## src/rtl/sc_regir_prefetch.sv

```systemverilog
//==============================================================================
// sc_regir_prefetch
//   Instruction register fronted by a DEPTH-entry circular prefetch queue.
//   Fetched words are pushed in from instruction memory. The head entry is the
//   IR value presented to the control unit. Decode consumes the head with
//   Advance, and a taken branch discards the queue with Flush. An occupancy
//   count and a sticky overflow flag are also provided.
//
// Ports
//   SC_RegIRPF_CLOCK_50         in   system clock, rising edge
//   SC_RegIRPF_RESET_InLow      in   asynchronous reset, active-low
//   SC_RegIRPF_Write_InHigh     in   push SC_RegIRPF_DataBUS_In this cycle
//   SC_RegIRPF_DataBUS_In       in   fetched instruction word
//   SC_RegIRPF_Advance_InHigh   in   consume head entry (decode done)
//   SC_RegIRPF_Flush_InHigh     in   discard all entries (has priority)
//   SC_RegIRPF_DataBUS_Out      out  head entry = current IR (registered)
//   SC_RegIRPF_Valid_OutHigh    out  head entry valid (count != 0)
//   SC_RegIRPF_Full_OutHigh     out  count == DEPTH
//   SC_RegIRPF_Count_Out        out  number of entries held
//   SC_RegIRPF_Overflow_OutHigh out  sticky: a push was dropped (reset clears)
//==============================================================================
module sc_regir_prefetch #(
    parameter int DATAWIDTH_BUS = 32,
    parameter int DEPTH         = 4,
    localparam int CNTWIDTH     = $clog2(DEPTH + 1)
) (
    input  logic                     SC_RegIRPF_CLOCK_50,
    input  logic                     SC_RegIRPF_RESET_InLow,
    input  logic                     SC_RegIRPF_Write_InHigh,
    input  logic [DATAWIDTH_BUS-1:0] SC_RegIRPF_DataBUS_In,
    input  logic                     SC_RegIRPF_Advance_InHigh,
    input  logic                     SC_RegIRPF_Flush_InHigh,
    output logic [DATAWIDTH_BUS-1:0] SC_RegIRPF_DataBUS_Out,
    output logic                     SC_RegIRPF_Valid_OutHigh,
    output logic                     SC_RegIRPF_Full_OutHigh,
    output logic [CNTWIDTH-1:0]      SC_RegIRPF_Count_Out,
    output logic                     SC_RegIRPF_Overflow_OutHigh
);

    localparam int PTRWIDTH = $clog2(DEPTH);
    localparam logic [CNTWIDTH-1:0] FULLCOUNT = CNTWIDTH'(DEPTH);

    logic [DATAWIDTH_BUS-1:0] queueMem [DEPTH];

    logic [PTRWIDTH-1:0]      wrPtr,      rdPtr;
    logic [CNTWIDTH-1:0]      countReg;
    logic [DATAWIDTH_BUS-1:0] headReg;
    logic                     validReg,   fullReg,   overflowReg;

    logic                     pushOk,     advOk;
    logic [PTRWIDTH-1:0]      wrPtrNext,  rdPtrNext;
    logic [CNTWIDTH-1:0]      countNext;
    logic [DATAWIDTH_BUS-1:0] headNext;
    logic                     overflowNext;

    // A push is accepted when there is room, or when a full queue frees a slot
    // by advancing in the same cycle.
    assign advOk  = SC_RegIRPF_Advance_InHigh & validReg;
    assign pushOk = SC_RegIRPF_Write_InHigh & (~fullReg | advOk);

    always_comb begin
        wrPtrNext    = wrPtr;
        rdPtrNext    = rdPtr;
        countNext    = countReg;
        headNext     = headReg;
        overflowNext = overflowReg;
        if (SC_RegIRPF_Flush_InHigh) begin
            // Flush discards everything; overflow stays sticky and the stale
            // head word is left on the bus (consumers ignore it while invalid).
            wrPtrNext = '0;
            rdPtrNext = '0;
            countNext = '0;
        end else begin
            if (pushOk)
                wrPtrNext = wrPtr + PTRWIDTH'(1);
            if (advOk)
                rdPtrNext = rdPtr + PTRWIDTH'(1);
            case ({pushOk, advOk})
                2'b10:   countNext = countReg + CNTWIDTH'(1);
                2'b01:   countNext = countReg - CNTWIDTH'(1);
                default: countNext = countReg;
            endcase
            if (SC_RegIRPF_Write_InHigh & fullReg & ~advOk)
                overflowNext = 1'b1;
            // The registered head is the entry at the new read pointer. When
            // the word being pushed lands exactly there (queue empty, or one
            // entry being replaced), it is not yet in memory, so bypass it.
            if (countNext != '0) begin
                if (pushOk && (wrPtr == rdPtrNext))
                    headNext = SC_RegIRPF_DataBUS_In;
                else
                    headNext = queueMem[rdPtrNext];
            end
        end
    end

    // Storage array: data only, never reset.
    always_ff @(posedge SC_RegIRPF_CLOCK_50) begin
        if (pushOk && !SC_RegIRPF_Flush_InHigh)
            queueMem[wrPtr] <= SC_RegIRPF_DataBUS_In;
    end

    // ---- State and registered outputs ----
    always_ff @(posedge SC_RegIRPF_CLOCK_50 or negedge SC_RegIRPF_RESET_InLow) begin
        if (!SC_RegIRPF_RESET_InLow) begin
            wrPtr       <= '0;
            rdPtr       <= '0;
            countReg    <= '0;
            headReg     <= '0;
            validReg    <= 1'b0;
            fullReg     <= 1'b0;
            overflowReg <= 1'b0;
        end else begin
            wrPtr       <= wrPtrNext;
            rdPtr       <= rdPtrNext;
            countReg    <= countNext;
            headReg     <= headNext;
            validReg    <= (countNext != '0);
            fullReg     <= (countNext == FULLCOUNT);
            overflowReg <= overflowNext;
        end
    end

    assign SC_RegIRPF_DataBUS_Out      = headReg;
    assign SC_RegIRPF_Valid_OutHigh    = validReg;
    assign SC_RegIRPF_Full_OutHigh     = fullReg;
    assign SC_RegIRPF_Count_Out        = countReg;
    assign SC_RegIRPF_Overflow_OutHigh = overflowReg;

endmodule

```

## config.mk

```make
export PLATFORM = sky130hd
export DESIGN_NAME = sc_regir_prefetch
export DESIGN_NICKNAME = d
export VERILOG_FILES = /design/src/rtl/sc_regir_prefetch.sv
export SDC_FILE = /design/constraint.sdc
export NUM_CORES = 1
export LEC_CHECK = 0
export CELL_PAD_IN_SITES_DETAIL_PLACEMENT = 1
export CELL_PAD_IN_SITES_GLOBAL_PLACEMENT = 1
export CORE_MARGIN = 2
export CORE_UTILIZATION = 42
export DETAILED_ROUTE_END_ITERATION = 7
export GPL_TIMING_DRIVEN = 0
export HOLD_SLACK_MARGIN = 0.06
export PLACE_DENSITY_LB_ADDON = 0.1
export SYNTH_ARGS = -nofsm -noshare
export SYNTH_HDL_FRONTEND = slang
export SYNTH_SLANG_ARGS = --single-unit
```

## constraint.sdc

```tcl
create_clock -name SC_RegIRPF_CLOCK_50 -period 2.91 [get_ports SC_RegIRPF_CLOCK_50]
set_clock_uncertainty 0.05 [all_clocks]
set_input_delay 0.291 -clock SC_RegIRPF_CLOCK_50 [delete_from_list [all_inputs] [get_ports SC_RegIRPF_CLOCK_50]]
set_output_delay 0.291 -clock SC_RegIRPF_CLOCK_50 [all_outputs]
set_load 0.01 [all_outputs]
```

# After elaboration in Yosys (flattened, before gate mapping)
# Memories as Yosys holds them, arrays and structs flattened. A register that Yosys moved wholly into a read port is not among the register bits.
# Cells that the tools add are included.
totals:
  regBits: 10
  ram_bits: 128
  input_bits: 37
  out_inout_bits: 38
  word_cells: 40
  memories: 1
mem_list:
  columns: ["memory", "depth", "word_bits", "rd", "rd_ports_with_merged_regs", "write_ports", "line", "text"]
  rows:
  - ["queueMem", 4, 32, 1, 1, 1, "43", "logic [DATAWIDTH_BUS-1:0] queueMem [DEPTH];"]
op_classes:
  add_sub_neg: 4
  eq_ne: 3
  n_mux: 10
  n_bitwise: 8
  reduce_logical: 8
op_table:
  columns: ["op", "count"]
  rows:
  - ["$mux W2", 5]
  - ["$mux W3", 2]
  - ["$pmux W3 S2", 1]
  - ["$reduce_bool A3 Y1", 2]
  - ["$add A2 B1 Y2 const B", 2]
  - ["$and A1 B1 Y1", 4]
  - ["$reduce_and A2 Y1", 2]
  - ["$add A3 B1 Y3 const B", 1]
  - ["$eq A3 B3 Y1 const B", 1]
  - ["$not A1 Y1", 3]
  - ["$sub A3 B1 Y3 const B", 1]
  - ["$eq A2 B1 Y1 const B", 1]
  - ["$eq A2 B2 Y1 const B", 1]
  - ["$logic_not A1 Y1", 2]
  - ["$mux W1", 2]
  - ["$reduce_bool A2 Y1", 1]
  - ["$logic_and A1 B1 Y1", 1]
  - ["$or A1 B1 Y1", 1]

# Depth between registers and ports, before layout
# Gate-level depths: netlist of run 1.
depth:
  depth_word: 8
  ltp_mapped: 13

# Worst setup path after synthesis of run 1
# OpenSTA, ideal clock, no wires.
synth_path:
  path_kind: "reg-to-reg"
  startpoint: "reg validReg, in the netlist SC_RegIRPF_Valid_OutHigh"
  endpoint: "reg headReg[10], in the netlist SC_RegIRPF_DataBUS_Out[10], read port of queueMem"
  setup_time_ps: 82
  t_arrival_ps: 2717
  required_time_ps: 2778
  slack_ps: 61
  stages_incl_launch_ff: 14
  cell_sequence: "dfrtp_1 -> nand2_1 -> inv_2 -> clkbuf_1 -> ha_1 -> inv_1 -> fa_1 -> xor2_1 -> or3_1 -> a31oi_1 -> buf_2 -> buf_2 -> nor2_1 -> a31oi_1"
synth_via:
  elab_chain_len: 8
  elab_cells_between_ends: 11
  cone_classes: "2 x eq/ne; 4 x mux; 3 x bitwise; 2 x reduce/logical"
synth_rtl:
  columns: ["item", "line", "text"]
  rows:
  - ["start: declaration", "48", "logic validReg, fullReg, overflowReg;"]
  - ["start signal: assignment", "118", "validReg <= (countNext != '0);"]
  - ["$and A1 B1 Y1 (*)", "58", "assign advOk = SC_RegIRPF_Advance_InHigh & validReg;"]
  - ["$or A1 B1 Y1", "59", "assign pushOk = SC_RegIRPF_Write_InHigh & (~fullReg | advOk);"]
  - ["$and A1 B1 Y1", "59", null]
  - ["$eq A2 B1 Y1 / $eq A2 B2 Y1 (equally long branches)", "78", "case ({pushOk, advOk})"]
  - ["$pmux W3 S2", "78", null]
  - ["$mux W3", "67", "if (SC_RegIRPF_Flush_InHigh) begin"]
  - ["$reduce_bool A3 Y1", "88", "if (countNext != '0) begin"]
  - ["$reduce_and A2 Y1 (no source line)", null, null]
  - ["end: declaration", "47", "logic [DATAWIDTH_BUS-1:0] headReg;"]
# Every way passes the cells marked *; elsewhere a longest branch is shown, timed or not. The select of a mux whose other input is x is not followed.
# A chain may end at the register's enable or synchronous reset.

# Final worst setup path of run 1
layout_path:
  startpoint: "reg validReg, in the netlist SC_RegIRPF_Valid_OutHigh"
  endpoint: "reg headReg[11], in the netlist SC_RegIRPF_DataBUS_Out[11], read port of queueMem"
# Same word-level chain as after synthesis.

==> results of run 1 <==
==> flip-flops by register name (all words and copies together) (netlist names) <==
| signal | count |
|---|---|
| queueMem | 128 |
| SC_RegIRPF_DataBUS_Out | 32 |
| SC_RegIRPF_Count_Out | 3 |
| rdPtr | 2 |
| wrPtr | 2 |
| SC_RegIRPF_Full_OutHigh | 1 |
| SC_RegIRPF_Overflow_OutHigh | 1 |
| SC_RegIRPF_Valid_OutHigh | 1 |
==> power by group through the flow <==
| stage | Sequential [mW] | Combinational, mW | Clock [mW] |
|---|---|---|---|
| floorplan | 3.25 | 1.15 | 0 |
| global placement | 3.16 | 2.29 | 0 |
| detailed placement | 3.17 | 2.36 | 0 |
| CTS | 3.12 | 2.49 | 2.47 |
| global route | 3.15 | 2.71 | 2.56 |
| finish | 3.12 | 2.50 | 2.46 |
==> cells by family after synthesis <==
family / count (synthesis) / share of synthesized area, %
mux: 32 / 4.131
simple gates: 217 / 12.78
fa+ha+maj: 6 / 1.061
buf+inv: 63 / 3.713
flops: 170 / 62.88
compound gates: 141 / 14.66
xor+xnor: 6 / 0.7717
==> path summary, 6_finish.rpt <==
path,end,cells after the start,startpoint,slack [ps]
min in group asynchronous,SC_RegIRPF_DataBUS_Out[4]$_DFFE_PN0P_,2,SC_RegIRPF_RESET_InLow,360
max,SC_RegIRPF_DataBUS_Out[11]$_DFFE_PN0P_,12,SC_RegIRPF_Valid_OutHigh$_DFF_PN0_,100
max in group asynchronous,SC_RegIRPF_DataBUS_Out[31]$_DFFE_PN0P_,3,SC_RegIRPF_RESET_InLow,1870
min,SC_RegIRPF_Count_Out[0]$_DFF_PN0_,2,SC_RegIRPF_Flush_InHigh,220
min reg2reg,SC_RegIRPF_Overflow_OutHigh$_DFFE_PN0P_,1,SC_RegIRPF_Overflow_OutHigh$_DFFE_PN0P_,440
max reg2reg,SC_RegIRPF_DataBUS_Out[11]$_DFFE_PN0P_,12,SC_RegIRPF_Valid_OutHigh$_DFF_PN0_,100
==> timing repair <==
item	in CTS	in global routing
setup endpoints to repair	34	30
hold buffers	1	0
gates cloned	1	0
setup buffers	4	2
hold endpoints to repair	21	0
resized for setup	18	5
pin swaps	1	1
==> cells in the final DEF, fill, tap and decap left out, drive strengths merged, types with 2 or more instances in the layout <==
cell type / n
inv: 6
edfxtp: 128
ha: 5
xnor2: 3
bufinv: 4
a21oi: 2
xor2: 3
nor2: 97
nand3: 2
nand3b: 33
and3b: 2
a221oi: 31
clkbuf: 55
clkinv: 2
clkdlybuf4s50: 71
nand2: 70
nor2b: 3
o311a: 31
buf: 37
dfrtp: 42
and3: 5
a21boi: 3
o211ai: 31
or3: 2
mux2i: 31
a31oi: 34
o21ai: 3
==> final cells by class <==
| type | count | area share, % |
|---|---|---|
| repair buffers | 84 | 8.883 |
| flip-flops and latches | 170 | 50.82 |
| inverters | 6 | 0.2597 |
| clock buffers | 25 | 5.143 |
| well taps | 229 | 2.974 |
| multi-input cells | 402 | 27.39 |
| plain buffers | 56 | 3.117 |
| clock inverters | 7 | 1.416 |
==> synthesized netlist by cell type, drive strengths merged <==
library cell	count	share of area (%)
and3	5	0.40
nand2	70	3.4
fa	1	0.26
nor2	97	4.7
o31ai	1	0.27
dfrtp	42	14
a211oi	1	0.096
nand3	2	0.13
o31a	1	0.13
and3b	2	0.23
ha	5	0.80
mux2	1	0.14
mux2i	31	4.0
a221oi	31	3.5
xnor2	3	0.43
o211ai	31	3.0
and2	1	0.080
nor4b	1	0.19
o311a	31	4.0
nor2b	3	0.24
edfxtp	128	49
or3b	1	0.11
xor2	3	0.34
clkbuf	31	1.5
or3	2	0.16
a31o	1	0.11
a21oi	2	0.13
nand3b	33	3.2
a21boi	3	0.29
inv	6	0.29
a31oi	34	2.7
a32oi	1	0.11
a21bo	1	0.13
o21ai	3	0.19
buf	26	1.9
==> routing by layer <==
layer,up-vias,routed length (µm)
li1,2625,-
met1,3052,10480
met2,178,11750
met3,35,961
met4,0,449
met5,-,0
==> results.yml, run 1 <==
pwr:
  total_power_mw: 8.070
  p_per_area_nw_per_um2: 837.6
  p_int_mw: 5.536
  switching_share_pct: 31.41
  combPwrFrac_pct: 30.9
  switchingPower_mw: 2.534
  p_leak_nw: 3.341
  pwr-share-seq_pct: 38.6
  pwr-share-clk_pct: 30.5
  peakVddDrop_mv: 0.5486
global_routing:
  grt_util_met2_pct: 42.29
  use_met1_pct: 33.00
  grt_antenna_before_repair: 0
  grt_max_degree: 33
  grtUsageTotal_pct: 24.99
  grt_util_met3_pct: 3.726
  grt.busiest_layer: "met2"
  grt_first_pass_wirelength_um: 37130
  gr-total-overflow: 0
  grt_pass1_vias: 6437
floorplanning:
  core_um2: 18090
  die_area_um2: 19640
  die_y_um: 140.1
  pin_count: 75
  start_util_pct: 43.04
  fp.dieW_um: 140.1
  num_rows: 49
setup_path:
  crit_slowest_cell: "dfrtp_2"
  critPathBufInv: 3
  end_kind: "flip-flop"
  crit_type: "reg2reg"
  startpoint_type: "flip-flop"
  worstPathArrival_ps: 3120
  max_stage_delay_ps: 410
  critPathRequiredTime_ps: 3220
  cpMostUsedCell: "buf_6"
  crit_family: "compound AO/OA/AOI/OAI gates"
  worstPathCellList: "a21bo_4, nand2_2, ha_2, inv_1, fa_1, xor2_1, or3_4, a31oi_4, buf_6, buf_6, nor2_1, a31oi_1"
  crit_path_max_fanout: 10
cts:
  cts_tree: "built"
  clock_path_buffers: 2
  cts_max_level: 4
  clk_latency_ps: 440
  cts_sinks: 170
  clk_pin_slew_ps: 70
  cts_root_buffer: "clkbuf_16"
  cts-buffers-inserted: 17
route:
  viasPerCell: 6.016
  ant_nets: 0
  vias: 5890
  drt_iter0_markers: 442
  firstDrtPassIters: 8
  wl_per_cell_um: 24.14
  drc_errors: 4
  wl_um: 23640
finish:
  antenna_cells: 0
  multiInputGateArea_um2: 2639
  fin_nets: 780
  n_fill_cell: 1846
  final_layout_size_suffix_gt1_share_pct: 10.93
  area_growth_pct: 23.77
  fin_cells: 979
  fin_util_pct: 53.27
  regArea_um2: 4896
  stdcell_area_um2: 9634
placement:
  pre_cts_ws_ps: -1221
  finalWeightedCongestion: 0.7548
  place_hpwl_um: 14740
  dpl.cell_count: 940
  placed_cell_area_um2: 8869
  io_buffers: 73
sta:
  hold_viol_final: 0
  tns_ps: 0
  fmax_mhz: 356.2
  period_needed_ps: 2808
  tightest_slew_ps: 899.2
  max_slew_margin_pct: 40.06
  hold_ws_ps: 218.6
  worst_slack_ps: 102.4
  slew_viol_final: 0
  setup_viol: 0
  min_period_over_period_pct: 96.48
synth:
  yosys_warnings: 0
  synth_cell_types: 41
  synth_fp_nets: 678
  synth_area_um2: 7784
  synth-seq-cells: 170
  syn_inst: 635
  yosysSeqAreaShare_pct: 62.88
  syn_avg_cell_area_um2: 12.26
job:
  max_cap_violations: 0
min_path:
  hp-class: "in2reg"
status:
  status: "complete, but fails checks"
  violations: "design-rule violations"
No activity file was read; power rests on OpenSTA's default activity.
==> run 2, diff against run 1 <==
Settings changed: CAP_MARGIN set to 30, CORE_MARGIN 2 to unset, REMOVE_ABC_BUFFERS set to 1.
==> run 2 against run 1 <==
Effect of this change:
- maximum frequency shrank 3.1%
- global-route usage is essentially flat
- via count shrank 2.3%
- the flow still finishes with violations (design-rule violations)
- critical endpoint is now SC_RegIRPF_DataBUS_Out[29]$_DFFE_PN0P_
- register-to-register slack lost 90 ps
- sequential power grew 3%
- first-iteration DRC count shrank 4.3%
- final cell count shrank 2.6%
- critical path depth grew 1
- sequential share of layout area shrank 2.2 points
==> results.yml, run 2 (synthesized netlist as in run 1, its figures left out) <==
placement:
  place_hpwl_um: 12060
  finalWeightedCongestion: 0.7042
  io_buffers: 74
sta:
  slew_viol_final: 0
  fmax_mhz: 345.1
  rsz0062_at_grt: "yes"
  hold_viol_final: 0
  tightest_slew_ps: 840.8
  min_period_over_period_pct: 99.57
  setup_viol: 0
  period_needed_ps: 2897
  max_slew_margin_pct: 43.67
route:
  drt_iter0_markers: 423
  wl_um: 22810
  ant_nets: 0
  firstDrtPassIters: 7
  wl_per_cell_um: 23.91
  vias: 5757
  drc_errors: 10
  viasPerCell: 6.035
finish:
  layout_commonest_cell: "edfxtp_1"
  final_layout_size_suffix_gt1_share_pct: 14.90
  fin_nets: 755
  largest_reg_flops: 128
  n_fill_cell: 1819
  final_cell_mix: "edfxtp_1 (128), nor2_1 (94), clkdlybuf4s50_1 (72)"
  area_growth_pct: 29.53
  largest-register: "queueMem"
  antenna_cells: 0
  fin_util_pct: 55.75
cts:
  clk_pin_slew_ps: 70
  cts_tree: "built"
  cts_max_level: 4
  cts_root_buffer: "clkbuf_16"
  clock_path_buffers: 2
  cts-buffers-inserted: 17
  cts_sinks: 170
  clk_latency_ps: 430
setup_path:
  critPathRequiredTime_ps: 3160
  end_kind: "flip-flop"
  startpoint: "SC_RegIRPF_Valid_OutHigh$_DFF_PN0_"
  startpoint_type: "flip-flop"
  r2r_end: "SC_RegIRPF_DataBUS_Out[29]$_DFFE_PN0P_"
  crit_type: "reg2reg"
  reg2reg_depth: 13
  crit_path_max_fanout: 6
  worstPathArrival_ps: 3150
  rrSetupSlack_ps: 10
  r2r_start: "SC_RegIRPF_Valid_OutHigh$_DFF_PN0_"
pwr:
  peakVddDrop_mv: 0.5469
  pwr-share-seq_pct: 37.8
  switching_share_pct: 31.89
  p_int_mw: 5.758
  p_per_area_nw_per_um2: 838.4
  total_power_mw: 8.453
  switchingPower_mw: 2.695
  p_leak_nw: 3.456
  combPwrFrac_pct: 33.6
  pwr-share-clk_pct: 28.6
global_routing:
  grtUsageTotal_pct: 24.96
  gr-total-overflow: 0
  grt_first_pass_wirelength_um: 35830
  grt_pass1_vias: 6227
  grt_max_degree: 77
  grt_antenna_before_repair: 0
status:
  status: "complete, but fails checks"
  violations: "design-rule violations"
min_path:
  hp-class: "in2async"
floorplanning:
  fp.dieW_um: 138.1
  num_rows: 49
  die_area_um2: 19080
  die_y_um: 138.1
  pin_count: 75
  start_util_pct: 43.04
  core_um2: 18090
job:
  max_cap_violations: 0
## run 2: cell count changes in the layout (fill, tap and decap cells not counted), moves of 4 or more
cell      before  now
buf_2         17    1
clkbuf_8       4    0
a31oi_1       33   27
inv_6          0    4
buf_16         1    7
a31oi_4        1    8
buf_12         2   10
clkbuf_1      33    0
## run 2: what timing repair did
action | in CTS | in global routing
endpoints found under the hold margin | 11 | 0
hold buffers | 1 | 0
pin swaps | 9 | 8
gates cloned | 9 | 0
gates resized for setup | 37 | 9
endpoints found under the setup margin | 36 | 33
buffers inserted | 17 | 1
## run 2: routing by layer
layer | GRT usage (%) | up-vias | wire length, µm
met3 | 3.949 | 29 | 851
met4 | 9.580 | 0 | 356
met2 | 43.29 | 153 | 11540
met1 | 31.51 | 3002 | 10070
li1 | - | 2573 | -
met5 | 0 | - | 0
## run 2: worst max-delay path, stage by stage (launching register included)
cell	delay, ps
dfrtp_2	460
buf_6	140
a21bo_4	210
nand2_4	70
ha_4	140
inv_2	40
fa_2	350
xor2_2	160
or3_4	360
a31oi_4	240
clkbuf_16	210
buf_12	120
buf_16	130
a31oi_4	80
## run 2: worst max path at each step
stage | to | slack (ps) | cells past startpoint
2_1_floorplan | SC_RegIRPF_DataBUS_Out[0]$_DFFE_PN0P_ | -3350 | 9
3_3_place_gp | SC_RegIRPF_DataBUS_Out[26]$_DFFE_PN0P_ | -7330 | 10
3_5_place_dp | SC_RegIRPF_DataBUS_Out[9]$_DFFE_PN0P_ | -2110 | 14
4_1_cts | SC_RegIRPF_DataBUS_Out[9]$_DFFE_PN0P_ | -60 | 13
5_1_grt | SC_RegIRPF_DataBUS_Out[15]$_DFFE_PN0P_ | -60 | 13
6_report | SC_RegIRPF_DataBUS_Out[29]$_DFFE_PN0P_ | 10 | 13
## run 2: layout make-up
class,count,area (µm²),area share (%)
clock buffers,17,425.4,4.219
clock inverters,15,197.7,1.961
inverters,6,35.03,0.3475
multi-input cells,405,2838,28.15
flip-flops and latches,170,4903,48.63
well taps,229,286.5,2.842
repair buffers,111,1388,13.76
repair inverters,1,8.758,0.08687
## run 2: power groups by stage
| stage | clock network [mW] | registers [mW] | logic (mW) |
|---|---|---|---|
| floorplan | 0 | 3.35 | 0.980 |
| global placement | 0 | 3.29 | 2.01 |
| detailed placement | 0 | 3.25 | 2.29 |
| CTS | 2.46 | 3.20 | 2.81 |
| global route | 2.54 | 3.25 | 3.05 |
| finish | 2.42 | 3.20 | 2.84 |
## run 2: per-stage QoR
stage	setup TNS (ps)	setup slack [ps]	cell area [µm²]	hold slack, ps	std cells
floorplan	-114500	-3355	7517	-54.59	578
global placement	-316420	-7328	8544	416.5	881
detailed placement	-64990	-2108	8905	193.2	896
CTS	-599.6	-56.23	10050	266.2	955
global route	-636.0	-55.82	10080	290.3	954
finish	0	12.56	10080	259.9	954
